File: src/rtl/blockram_fifo_ctrl_pkg.sv
// rtl/blockram_fifo_ctrl_pkg.sv - shared constants for the blockram FIFO controller slice
package blockram_fifo_ctrl_pkg;

    localparam int BYTE_LEN_IN_BITS    = 8;
    localparam int DEFAULT_ENTRY_WIDTH = 64;
    localparam int DEFAULT_NUM_SET     = 64;

endpackage

File: src/rtl/fifo_output_skid_buffer.sv
// rtl/fifo_output_skid_buffer.sv - 2-entry register buffer holding RAM read returns for the consumer
module fifo_output_skid_buffer #(
    parameter int WIDTH = 64
) (
    input  logic             clk,
    input  logic             reset,
    input  logic             push,
    input  logic [WIDTH-1:0] push_data,
    input  logic             pop,
    output logic [1:0]       count,
    output logic [WIDTH-1:0] head
);

    logic [WIDTH-1:0] tail_q;

    // Head only changes on a pop or on a push into an empty buffer, so it holds while stalled.
    always_ff @(posedge clk) begin
        if (reset) begin
            count  <= '0;
            head   <= '0;
            tail_q <= '0;
        end else begin
            case ({push, pop})
                2'b10: begin
                    if (count == 2'd0) head <= push_data;
                    else               tail_q <= push_data;
                    count <= count + 2'd1;
                end
                2'b01: begin
                    head  <= tail_q;
                    count <= count - 2'd1;
                end
                2'b11: begin
                    if (count == 2'd1) begin
                        head <= push_data;
                    end else begin
                        head   <= tail_q;
                        tail_q <= push_data;
                    end
                end
                default: ;
            endcase
        end
    end

endmodule

File: src/rtl/blockram_fifo_ctrl.sv
// rtl/blockram_fifo_ctrl.sv - valid/ready FIFO controller driving a dual-port blockram
module blockram_fifo_ctrl
    import blockram_fifo_ctrl_pkg::*;
#(
    parameter int SINGLE_ENTRY_WIDTH_IN_BITS = DEFAULT_ENTRY_WIDTH,
    parameter int NUM_SET                    = DEFAULT_NUM_SET,
    parameter int SET_PTR_WIDTH_IN_BITS      = $clog2(NUM_SET),
    parameter int WRITE_MASK_LEN             = SINGLE_ENTRY_WIDTH_IN_BITS / BYTE_LEN_IN_BITS
) (
    input  logic                                  clk_in,
    input  logic                                  reset_in,
    input  logic                                  request_valid_in,
    input  logic [SINGLE_ENTRY_WIDTH_IN_BITS-1:0] request_in,
    output logic                                  request_ready_out,
    output logic                                  response_valid_out,
    output logic [SINGLE_ENTRY_WIDTH_IN_BITS-1:0] response_out,
    input  logic                                  response_ready_in,
    output logic [SET_PTR_WIDTH_IN_BITS:0]        count_out,
    output logic                                  full_out,
    output logic                                  empty_out,
    output logic                                  port_A_access_en_out,
    output logic [WRITE_MASK_LEN-1:0]             port_A_write_en_out,
    output logic [SET_PTR_WIDTH_IN_BITS-1:0]      port_A_access_set_addr_out,
    output logic [SINGLE_ENTRY_WIDTH_IN_BITS-1:0] port_A_write_entry_out,
    output logic                                  port_B_access_en_out,
    output logic [WRITE_MASK_LEN-1:0]             port_B_write_en_out,
    output logic [SET_PTR_WIDTH_IN_BITS-1:0]      port_B_access_set_addr_out,
    output logic [SINGLE_ENTRY_WIDTH_IN_BITS-1:0] port_B_write_entry_out,
    input  logic [SINGLE_ENTRY_WIDTH_IN_BITS-1:0] port_B_read_entry_in,
    input  logic                                  port_B_read_valid_in
);

    localparam int CW = SET_PTR_WIDTH_IN_BITS + 1;
    localparam logic [CW-1:0] CAPACITY = CW'(NUM_SET);

    logic [SET_PTR_WIDTH_IN_BITS-1:0] wr_ptr_q, rd_ptr_q;
    logic [CW-1:0] ram_count_q, count_q;
    logic          inflight_q;
    logic [1:0]    buf_count;
    logic [2:0]    occupancy;
    logic          enq, deq, issue, ret;

    assign count_out          = count_q;
    assign full_out           = (count_q == CAPACITY);
    assign empty_out          = (count_q == '0);
    assign request_ready_out  = !full_out;
    assign response_valid_out = (buf_count != 2'd0);

    assign enq = request_valid_in && request_ready_out;
    assign deq = response_valid_out && response_ready_in;
    assign ret = port_B_read_valid_in && inflight_q;

    // Slots the buffer will need next cycle; counting this cycle's pop lets a read be
    // issued one cycle ahead so the stream sustains one entry per cycle.
    assign occupancy = {1'b0, buf_count} + {2'b0, inflight_q} - {2'b0, deq};
    assign issue     = (ram_count_q != '0) && (occupancy < 3'd2);

    // Write port follows the enqueue handshake combinationally.
    always_comb begin
        port_A_access_en_out       = 1'b0;
        port_A_write_en_out        = '0;
        port_A_access_set_addr_out = '0;
        port_A_write_entry_out     = '0;
        if (enq) begin
            port_A_access_en_out       = 1'b1;
            port_A_write_en_out        = '1;
            port_A_access_set_addr_out = wr_ptr_q;
            port_A_write_entry_out     = request_in;
        end
    end

    // Read port issues from rd_ptr whenever buffer space is guaranteed.
    always_comb begin
        port_B_access_en_out       = issue;
        port_B_write_en_out        = '0;
        port_B_access_set_addr_out = issue ? rd_ptr_q : '0;
        port_B_write_entry_out     = '0;
    end

    // Pointer, RAM-occupancy, in-flight and total-count bookkeeping.
    always_ff @(posedge clk_in) begin
        if (reset_in) begin
            wr_ptr_q    <= '0;
            rd_ptr_q    <= '0;
            ram_count_q <= '0;
            count_q     <= '0;
            inflight_q  <= 1'b0;
        end else begin
            if (enq)   wr_ptr_q <= wr_ptr_q + 1'b1;
            if (issue) rd_ptr_q <= rd_ptr_q + 1'b1;
            inflight_q  <= issue;
            ram_count_q <= ram_count_q + CW'(enq) - CW'(issue);
            count_q     <= count_q + CW'(enq) - CW'(deq);
        end
    end

    fifo_output_skid_buffer #(
        .WIDTH(SINGLE_ENTRY_WIDTH_IN_BITS)
    ) u_skid (
        .clk      (clk_in),
        .reset    (reset_in),
        .push     (ret),
        .push_data(port_B_read_entry_in),
        .pop      (deq),
        .count    (buf_count),
        .head     (response_out)
    );

endmodule

File: config.mk
export PLATFORM = sky130hd
export DESIGN_NAME = blockram_fifo_ctrl
export DESIGN_NICKNAME = d
export VERILOG_FILES = /design/src/rtl/blockram_fifo_ctrl_pkg.sv /design/src/rtl/fifo_output_skid_buffer.sv /design/src/rtl/blockram_fifo_ctrl.sv
export SDC_FILE = /design/constraint.sdc
export NUM_CORES = 1
export LEC_CHECK = 0
export ABC_CLOCK_PERIOD_IN_PS = 3900
export CAP_MARGIN = 20
export CORE_AREA = 2 2 156 158
export DETAILED_ROUTE_END_ITERATION = 10
export DIE_AREA = 0 0 158 160
export GPL_TIMING_DRIVEN = 0
export PLACE_DENSITY = 0.77
export SYNTH_ARGS = -nofsm -noshare
export SYNTH_HDL_FRONTEND = slang
export SYNTH_HIERARCHICAL = 1
export SYNTH_SLANG_ARGS = --single-unit
File: constraint.sdc
create_clock -name clk_in -period 3.9 [get_ports clk_in]
set_input_delay 1.17 -clock clk_in [delete_from_list [all_inputs] [get_ports clk_in]]
set_output_delay 1.17 -clock clk_in [all_outputs]
set_load 0.02 [all_outputs]
==> results by group, run 1 <==
Outcome
  – Outcome: complete, but fails checks
  – Failing checks: setup timing

Logic synthesis
  – Yosys top cell area share: 0.338
  – Main synth FF type: dfxtp_1
  – Syn_area_per_cell: 8.73 um2
  – Synth area leaders: dfxtp_1 (34%), a311oi_2 (9.7%), a21oi_1 (7.2%)
  – Count leader, synth: dfxtp_1
  – Synth Instances: 1064
  – Mapped Area: 9290 um2
  – Yosys Warn Count: 6
  – Post-synth ARST share: 0
  – Synthesis-stage register bit count: 157
  – Synth top cells by count: dfxtp_1 (157), a21oi_1 (134), o21ai_0 (121)
  – Cell taking the most area after synthesis: dfxtp_1
  – Post-synth EDFFs: 0
  – Synth cell types: 56
  – Register area share after synthesis: 0.338

STA
  – Relative slew slack: 0.477
  – Setup WS post-layout: -0.119 ns
  – Setup TNS: -0.763 ns
  – RSZ-0062 raised after global routing: yes
  – Fin crit period: 4.02 ns
  – Final Cycle Share: 1.03
  – Clock Skew: 0.00842 ns
  – Slew @ Worst Pin: 0.785 ns
  – Hold violation count in the final report: 0
  – Fin. max-slew vios: 0
  – Final setup viols: 7
  – Fmax: 0.249 GHz

Critical path
  – Crit start category: primary input
  – CP arrival: 2.85 ns
  – Setup CP Type: in -> out
  – Critical path origin: response_ready_in
  – Crit. End Element: output pin
  – Reg2reg start: u_skid/count[0]
  – CP Max Fanout: 8
  – WP data required: 2.73 ns

Final layout
  – Area growth, synth to finish: 46.9%
  – Share of cells above drive strength 1: 0.161
  – Net count, final: 1616

Place
  – Port bufs: 292
  – Final RePlAce weighted congestion: 0.891
  – Detailed Place HPWL: 25.4 mm

Detailed routing
  – Routed WL per cell: 18.6 um
  – DRC Markers: 0
  – Final WL: 33.4 mm
  – Vias: 9612
  – Antenna-violating nets left: 0
  – Iteration-0 DRC Markers: 689
  – Vias per cell: 5.36
  – 1st-pass router iterations: 5

Power
  – Static leakage: 5.49 nW
  – Final Power: 9.04 mW
  – Pwr/cell area: 662 nW/um2
  – Peak supply drop: 0.000395 V

CTS
  – Clk sink count: 157
  – Clk pin slew, worst setup/hold paths: 0.07 ns
  – Worst-skew pair later-pin latency: 0.44 ns
  – H-tree levels: 4
  – CTS tree: yes
  – CTS buffer count: 17
  – Root buffer cell: clkbuf_16
  – Post-CTS Hold Buffers: 0
  – Clk buf depth: 2

Global routing
  – Initial antenna violation count: 5
  – Gr ovfl total: 0
  – Largest net degree at the start of global routing: 19
  – Vias in the first global route: 9140
  – First-pass GRT wire length: 49.7 mm
  – Total GRT Usage: 0.253

Die
  – Cell row count: 57
  – Die area: 25300 um2
  – Starting density of the core: 0.390
  – IO Count: 366
  – Chip Width: 158 um
  – Placeable Area: 23800 um2
  – Chip height: 160 um

Min path
  – Hold Path Class: reg -> reg
  – Hold path start: u_skid/tail_q[44]

Flow run
  – Max-cap violations: 0
## per-layer routing
metal / GRT usage / part of all wire
met3: 0.0754 / 0.091
met1: 0.281 / 0.37
met2: 0.442 / 0.50
met5: 0 / 0.00024
met4: 0.113 / 0.039
## through the flow
stage	worst slack, ns	hold slack [ns]	cell area [um2]	util	instances
finish	-0.119	0.468	13700	0.573	1793
global route	-0.167	0.491	13600	0.573	1791
detailed placement	-1.15	0.457	12900	0.544	1751
floorplan	-0.0175	0.445	9620	-	1135
CTS	-0.116	0.468	13600	0.569	1788
global placement	-1.14	0.450	12900	0.544	1751
## sequential cells by signal, summed over array words and instances, names as in the netlist
| name | cells |
|---|---|
| wr_ptr_q | 6 |
| u_skid/count | 2 |
| u_skid/head | 64 |
| count_out | 7 |
| inflight_q | 1 |
| u_skid/tail_q | 64 |
| rd_ptr_q | 6 |
| ram_count_q | 7 |
## area by class of cell
class | count | area [um2]
Timing Repair Buffer | 299 | 2990
Sequential cell | 157 | 3140
Antenna cell | 3 | 7.51
Fill cell | 2202 | 10200
Tap cell | 324 | 405
Inverter | 26 | 97.6
Buffer | 195 | 1160
Multi-Input combinational cell | 757 | 5220
Clock buffer | 17 | 425
Clock inverter | 15 | 198
## timing repair
| action | 4_1_cts | 5_1_grt |
|---|---|---|
| gates resized for setup | 102 | 28 |
| pin swaps | 3 | 0 |
| buffers inserted | 5 | 2 |
| setup endpoints to repair | 88 | 35 |
| gates cloned | 0 | 0 |
## cells in the final DEF (no fill, tap or decap), types with 11 or more instances in the layout
| master | synthesis | layout |
|---|---|---|
| buf_6 | 14 | 23 |
| dlymetal6s2s_1 | 0 | 27 |
| nor2b_1 | 11 | 11 |
| ha_1 | 27 | 26 |
| buf_4 | 80 | 88 |
| clkbuf_1 | 84 | 83 |
| o21ai_1 | 11 | 12 |
| dlygate4sd2_1 | 0 | 50 |
| and2_1 | 82 | 75 |
| dfxtp_1 | 157 | 157 |
| a311oi_2 | 60 | 60 |
| a21oi_1 | 134 | 133 |
| inv_1 | 24 | 24 |
| conb_1 | 1 | 72 |
| o211ai_1 | 67 | 67 |
| nor2_1 | 21 | 21 |
| clkdlybuf4s50_1 | 0 | 205 |
| clkbuf_16 | 0 | 17 |
| o31ai_1 | 64 | 64 |
| o21ai_0 | 121 | 120 |
## power by group
group | switching [mW] | internal [mW] | total, mW | leakage (nW)
logic | 2.69 | 2.20 | 4.90 | 3.90
clock network | 0.790 | 0.983 | 1.77 | 0.303
registers | 0.311 | 2.06 | 2.37 | 1.28
total | 3.79 | 5.24 | 9.04 | 5.49
## worst max-delay path: stages
cell and delay, ns:
buf_6 0.09, and2_4 0.14, ha_4 0.22, nand2b_4 0.13, fa_2 0.53, o211a_1 0.18, buf_6 0.13, and2_4 0.14
buf_6 0.11
## worst paths after layout
path,end,slack (ns),cells past startpoint
worst max-delay path,port_B_access_set_addr_out[3],-0.12,9
worst min-delay path,u_skid/tail_q[44],0.47,2
worst max register to register,ram_count_q[6],0.15,17
worst min register to register,u_skid/tail_q[44],0.47,2
## logic make-up (layout without fill, tap and decap cells)
logic type | after synthesis | in the layout | synth area share
mux | 4 | 4 | 0.00444
buf+inv | 221 | 552 | 0.134
flops | 157 | 157 | 0.338
compound gates | 477 | 477 | 0.364
fa+ha+maj | 30 | 30 | 0.0428
xor+xnor | 16 | 16 | 0.0151
simple gates | 158 | 158 | 0.101
other cells | 1 | 75 | 0.000404
No activity file was read; power rests on OpenSTA's default activity.
==> run 2: changes to the inputs <==
Settings changed: MAX_ROUTING_LAYER from default to met4.
==> run 2 against run 1 <==
Net effect:
- the run still ends with setup timing left
- worst setup slack got worse by 0.0057 ns
- clock skew about the same
- sequential share of layout area about the same
- non-clock buffer count unchanged
- die area unchanged
- register-to-register slack about the same
- critical endpoint unchanged
- highest routed layer is now met4
==> results by group, run 2 (synthesized netlist as in run 1, its figures left out) <==
Die
  – Chip height: 160 um (unchanged)
  – Die area: 25300 um2 (unchanged)
  – Placeable Area: 23800 um2 (unchanged)
  – IO Count: 366 (unchanged)
  – Cell row count: 57 (unchanged)
  – Starting density of the core: 0.390 (unchanged)
  – Chip Width: 158 um (unchanged)

Final layout
  – Footprint of the multi-input gates: 5220 um2 (unchanged)
  – Net count, final: 1616 (unchanged)
  – Sequential standard cell area: 3140 um2 (unchanged)
  – Top Registers: u_skid/head x64, u_skid/tail_q x64 (unchanged)
  – Area growth, synth to finish: 47.0% (was 46.9%)
  – Highest-count cells in the layout ignoring fill and taps: clkdlybuf4s50_1 (205), dfxtp_1 (157), a21oi_1 (133) (unchanged)
  – Final Core Density: 0.573 (about the same)
  – Commonest non-fill, non-tap cell in the layout: clkdlybuf4s50_1 (unchanged)
  – Filler instances: 2203 (was 2202)
  – Share of cells above drive strength 1: 0.161 (unchanged)

CTS
  – Worst-skew pair later-pin latency: 0.44 ns (about the same)
  – Clk pin slew, worst setup/hold paths: 0.07 ns (about the same)
  – Clk sink count: 157 (unchanged)
  – Post-CTS Hold Buffers: 0 (unchanged)
  – CTS buffer count: 17 (unchanged)
  – CTS tree: yes (unchanged)
  – Clk buf depth: 2 (unchanged)
  – Root buffer cell: clkbuf_16 (unchanged)
  – H-tree levels: 4 (unchanged)

Global routing
  – Total GRT Usage: 0.261 (was 0.253)
  – Gr ovfl total: 0 (unchanged)
  – First-pass GRT wire length: 49.9 mm (was 49.7 mm)
  – Largest net degree at the start of global routing: 19 (unchanged)
  – Vias in the first global route: 9149 (was 9140)
  – Initial antenna violation count: 5 (unchanged)

Critical path
  – CP Max Fanout: 8 (unchanged)
  – Reg2reg start: u_skid/count[1] (was u_skid/count[0])
  – Crit. End Element: output pin (unchanged)
  – Critical path origin: response_ready_in (unchanged)
  – Crit path cell chain: buf_6 -> and2_4 -> ha_4 -> nand2b_4 -> fa_2 -> o211a_1 -> buf_6 -> and2_4 -> buf_6 (unchanged)
  – CP dominant cell by count: buf_6 (unchanged)
  – WP data required: 2.73 ns (about the same)
  – Setup CP Type: in -> out (unchanged)
  – CP arrival: 2.85 ns (about the same)
  – Cells on worst reg2reg path: 17 (unchanged)
  – Critical Path Slowest Stage Cell: fa_2 (unchanged)
  – Crit start category: primary input (unchanged)
  – RR Endpoint: ram_count_q[6] (unchanged)
  – Setup crit end: port_B_access_set_addr_out[3] (unchanged)
  – Reg-to-reg slack, setup: 0.15 ns (about the same)
  – CP max stage delay: 0.53 ns (about the same)

Detailed routing
  – Final WL: 33.4 mm (about the same)
  – DRC Markers: 0 (unchanged)
  – Vias: 9590 (was 9612)
  – Vias per cell: 5.34 (was 5.36)
  – Iteration-0 DRC Markers: 788 (was 689)
  – 1st-pass router iterations: 5 (unchanged)
  – Antenna-violating nets left: 0 (unchanged)
  – Routed WL per cell: 18.6 um (about the same)

STA
  – Clock Skew: 0.00869 ns (was 0.00842 ns)
  – Setup WS post-layout: -0.124 ns (was -0.119 ns)
  – RSZ-0062 raised after global routing: yes (unchanged)
  – Slew @ Worst Pin: 0.770 ns (was 0.785 ns)
  – Relative slew slack: 0.487 (was 0.477)
  – Final Cycle Share: 1.03 (about the same)
  – Fmax: 0.248 GHz (was 0.249 GHz)
  – Final setup viols: 7 (unchanged)
  – Min Hold Slack: 0.468 ns (about the same)
  – Fin crit period: 4.02 ns (about the same)
  – Setup TNS: -0.801 ns (was -0.763 ns)
  – Hold violation count in the final report: 0 (unchanged)
  – Fin. max-slew vios: 0 (unchanged)

Place
  – Port bufs: 292 (unchanged)
  – Worst slack, placed: -1.15 ns (unchanged)
  – Detailed Place HPWL: 25.4 mm (unchanged)
  – Final RePlAce weighted congestion: 0.906 (was 0.891)

Min path
  – Hold Path Class: reg -> reg (unchanged)

Power
  – Static leakage: 5.49 nW (about the same)
  – Peak supply drop: 0.000396 V (was 0.000395 V)
  – Pwr/cell area: 662 nW/um2 (about the same)

Flow run
  – Max-cap violations: 0 (unchanged)

Outcome
  – Outcome: complete, but fails checks (unchanged)
  – Failing checks: setup timing (unchanged)
-- run 2: timing repair --
item | CTS | global route
endpoints found under the setup margin | 88 | 35
buffers inserted | 5 | 2
pin swaps | 3 | 0
resized for setup | 102 | 28
-- run 2: final cells by class --
| type | count | share of cell area |
|---|---|---|
| Clock buffer | 17 | 0.0312 |
| Clock inverter | 15 | 0.0145 |
| Tap cell | 324 | 0.0297 |
| Timing Repair Buffer | 299 | 0.219 |
| Buffer | 195 | 0.0848 |
| Antenna cell | 5 | 0.000916 |
| Multi-Input combinational cell | 757 | 0.383 |
| Inverter | 26 | 0.00715 |
| Sequential cell | 157 | 0.230 |
-- run 2: metrics by stage --
step                cells  area, um2  total power [mW]
finish               1795      13700              9.04
global route         1795      13700              9.54
CTS                  1788      13600              9.01
detailed placement   1751      12900              7.16
global placement     1751      12900              7.06
floorplan            1135       9620              5.43
-- run 2: worst min path at each step --
stage                      start  depth (start not counted)                end
4_1_cts        u_skid/tail_q[44]                          2  u_skid/tail_q[44]
6_report       u_skid/tail_q[44]                          2  u_skid/tail_q[44]
3_3_place_gp   u_skid/tail_q[29]                          2  u_skid/tail_q[29]
2_1_floorplan   u_skid/tail_q[0]                          2   u_skid/tail_q[0]
3_5_place_dp    u_skid/tail_q[4]                          2   u_skid/tail_q[4]
5_1_grt        u_skid/tail_q[33]                          2  u_skid/tail_q[33]
-- run 2: layer usage --
metal,part of all wire,track usage,vias to the layer above
met3,0.088,0.0708,73
met1,0.37,0.286,4512
met4,0.038,0.113,0
met5,0,-,-
li1,-,-,4561
met2,0.50,0.442,444
-- run 2: power by group --
group,switching [mW],leakage [nW],internal [mW]
logic,2.69,3.90,2.20
registers,0.311,1.28,2.06
clock network,0.786,0.303,0.983
-- run 2: critical path: cells and delay by family --
family          cells  cell delay [ns]
buf+inv             3             0.34
compound gates      1             0.18
simple gates        3             0.41
fa+ha+maj           2             0.75
==> run 3: changes to the inputs <==
Settings changed: ABC_CLOCK_PERIOD_IN_PS 3900 to 4400, CORE_AREA 2 2 156 158 to 2 2 147 149, DIE_AREA 0 0 158 160 to 0 0 149 151, PLACE_DENSITY 0.77 to 0.88, SLEW_MARGIN from default to 20.
Clock period 3.9 ns to 4.4 ns, I/O delays scaled along.
==> run 3 against run 2 <==
Net effect:
- the flow still finishes with violations (setup timing)
- worst hold slack improved by 0.0036 ns
- sequential power fell by 11%
- via count is 5.3% higher
- register-to-register slack improved by 0.12 ns
- wire length rose by 7.8%
- clock power fell by 19%
- die area shrank 11%
- first-iteration DRC count rose by 23%
- final area is 0.91% lower
- sequential share of layout area rose by 0.21 points
==> results by group, run 3 (synthesized netlist as in run 1, its figures left out) <==
Final layout
  – Area growth, synth to finish: 45.6% (was 47.0%)
  – Highest-count cells in the layout ignoring fill and taps: clkdlybuf4s50_1 (233), dfxtp_1 (157), a21oi_1 (134) (was clkdlybuf4s50_1 (205), dfxtp_1 (157), a21oi_1 (133))
  – Footprint of the multi-input gates: 5220 um2 (about the same)
  – Sequential standard cell area: 3140 um2 (unchanged)
  – Fin area: 13500 um2 (was 13700 um2)
  – Filler instances: 1652 (was 2203)
  – Non-filler cells, final: 1757 (was 1795)
  – Share of cells above drive strength 1: 0.159 (was 0.161)
  – Commonest non-fill, non-tap cell in the layout: clkdlybuf4s50_1 (unchanged)
  – Net count, final: 1618 (was 1616)
  – Top Registers: u_skid/head x64, u_skid/tail_q x64 (unchanged)

Detailed routing
  – Iteration-0 DRC Markers: 968 (was 788)
  – Antenna-violating nets left: 0 (unchanged)
  – Vias: 10100 (was 9590)
  – Final WL: 36.0 mm (was 33.4 mm)
  – 1st-pass router iterations: 5 (unchanged)
  – DRC Markers: 0 (unchanged)
  – Routed WL per cell: 20.5 um (was 18.6 um)
  – Vias per cell: 5.75 (was 5.34)

STA
  – Final Cycle Share: 1.00
  – Fin crit period: 4.40 ns
  – Final setup viols: 1 (was 7)
  – Min Hold Slack: 0.471 ns (was 0.468 ns)
  – Fin. max-slew vios: 0 (unchanged)
  – Slew @ Worst Pin: 0.759 ns (was 0.770 ns)
  – Relative slew slack: 0.494 (was 0.487)
  – Fmax: 0.227 GHz
  – Clock Skew: 0.00817 ns (was 0.00869 ns)
  – Setup TNS: -0.00354 ns (was -0.801 ns)
  – RSZ-0062 raised after global routing: yes (unchanged)
  – Setup WS post-layout: -0.00354 ns (was -0.124 ns)
  – Hold violation count in the final report: 0 (unchanged)

Outcome
  – Outcome: complete, but fails checks (unchanged)
  – Failing checks: setup timing (unchanged)

Power
  – Pwr/cell area: 594 nW/um2 (was 662 nW/um2)
  – Static leakage: 5.18 nW (was 5.49 nW)
  – Peak supply drop: 0.000342 V (was 0.000396 V)

Global routing
  – Total GRT Usage: 0.319 (was 0.261)
  – Largest net degree at the start of global routing: 19 (unchanged)
  – Vias in the first global route: 9390 (was 9149)
  – Gr ovfl total: 0 (unchanged)
  – First-pass GRT wire length: 53.6 mm (was 49.9 mm)
  – Initial antenna violation count: 10 (was 5)

CTS
  – Clk buf depth: 2 (unchanged)
  – Root buffer cell: clkbuf_16 (unchanged)
  – Clk sink count: 157 (unchanged)
  – CTS tree: yes (unchanged)
  – H-tree levels: 4 (unchanged)
  – Clk pin slew, worst setup/hold paths: 0.06 ns (was 0.07 ns)
  – CTS buffer count: 17 (unchanged)
  – Worst-skew pair later-pin latency: 0.44 ns (about the same)

Critical path
  – Crit start category: primary input (unchanged)
  – Worst path bufs/invs: 3 (unchanged)
  – Crit. End Element: output pin (unchanged)
  – CP dominant cell by count: buf_6 (unchanged)
  – Setup CP Type: in -> out (unchanged)
  – CP max stage delay: 0.35 ns (was 0.53 ns)
  – Cell family with most CP delay: adder cells (unchanged)
  – WP data required: 3.08 ns (was 2.73 ns)
  – Crit path cell chain: buf_6 -> and2_4 -> ha_4 -> nand2b_4 -> fa_2 -> xnor2_2 -> o211a_1 -> buf_6 -> and2_4 -> buf_6 (was buf_6 -> and2_4 -> ha_4 -> nand2b_4 -> fa_2 -> o211a_1 -> buf_6 -> and2_4 -> buf_6)
  – CP Max Fanout: 5 (was 8)
  – Critical Path Slowest Stage Cell: fa_2 (unchanged)
  – CP arrival: 3.08 ns (was 2.85 ns)

Die
  – Chip height: 151 um (was 160 um)
  – IO Count: 366 (unchanged)
  – Die area: 22500 um2 (was 25300 um2)
  – Chip Width: 149 um (was 158 um)
  – Starting density of the core: 0.446 (was 0.390)
  – Cell row count: 53 (was 57)
  – Placeable Area: 20800 um2 (was 23800 um2)

Place
  – Detailed Place HPWL: 27.2 mm (was 25.4 mm)
  – Placed Cells: 1702 (was 1751)
  – Final RePlAce weighted congestion: 0.956 (was 0.906)
  – Port bufs: 292 (unchanged)
  – Placed Area: 12800 um2 (was 12900 um2)

Min path
  – Hold Path Class: reg -> reg (unchanged)

Flow run
  – Max-cap violations: 0 (unchanged)
[run 3: changes by cell type in the layout (fill, tap and decap cells not counted), moves of 2 or more]
cell and delta:
clkinv_4 +2, inv_6 -2, clkinvlp_4 +3, dlymetal6s2s_1 -19, dlygate4sd2_1 -7, diode_2 +9
inv_8 -3, clkdlybuf4s50_1 +28, clkinv_8 -2
[run 3: tightest hold or removal path, cell delays in order, from the launching register on]
cell	delay, ns
dfxtp_1	0.31
o31ai_1	0.06
a21oi_1	0.06
[run 3: area by class of cell]
type | instances | area share
multi-input combinational | 757 | 0.386
sequential | 157 | 0.232
timing repair buffer | 301 | 0.219
buffer | 195 | 0.0856
clock buffer | 19 | 0.0327
tap | 275 | 0.0254
clock inverter | 13 | 0.00952
inverter | 26 | 0.00721
antenna | 14 | 0.00259
[run 3: final timing paths]
check                                  startpoint                            end  slack, ns  depth (start not counted)
worst min register to register   u_skid/tail_q[4]               u_skid/tail_q[4]       0.47                          2
worst max register to register    u_skid/count[1]                 ram_count_q[6]       0.27                         18
worst max-delay path            response_ready_in  port_B_access_set_addr_out[0]     -0.004                         10
worst min-delay path             u_skid/tail_q[4]               u_skid/tail_q[4]       0.47                          2
[run 3: through the flow]
| step | util | power [mW] | setup WS [ns] |
|---|---|---|---|
| global route | 0.649 | 8.45 | -0.0372 |
| global placement | 0.617 | 6.20 | -1.26 |
| finish | 0.650 | 8.04 | -0.00354 |
| detailed placement | 0.617 | 6.33 | -1.30 |
| CTS | 0.647 | 7.94 | -0.0372 |
| floorplan | - | 4.76 | 0.0191 |
[run 3: report_power, final]
group	leakage, nW	total, mW	internal (mW)	switching (mW)
Sequential	1.28	2.10	1.82	0.276
Combinational	3.63	4.49	2.00	2.50
Clock	0.269	1.44	0.804	0.640
Total	5.18	8.04	4.62	3.42
[run 3: per-layer routing]
layer  global-route usage  routed length, um  part of all wire
met5                    -                  0                 0
met4                0.138               1490             0.041
met3                0.110               4510              0.13
met2                0.532              17900              0.50
met1                0.346              12200              0.34
[run 3: repair_timing]
item | CTS | global route
setup buffers | 7 | 1
endpoints found under the setup margin | 67 | 16
pin swaps | 4 | 4
gates cloned | 1 | 0
hold buffers | 0 | 0
gates resized for setup | 104 | 8
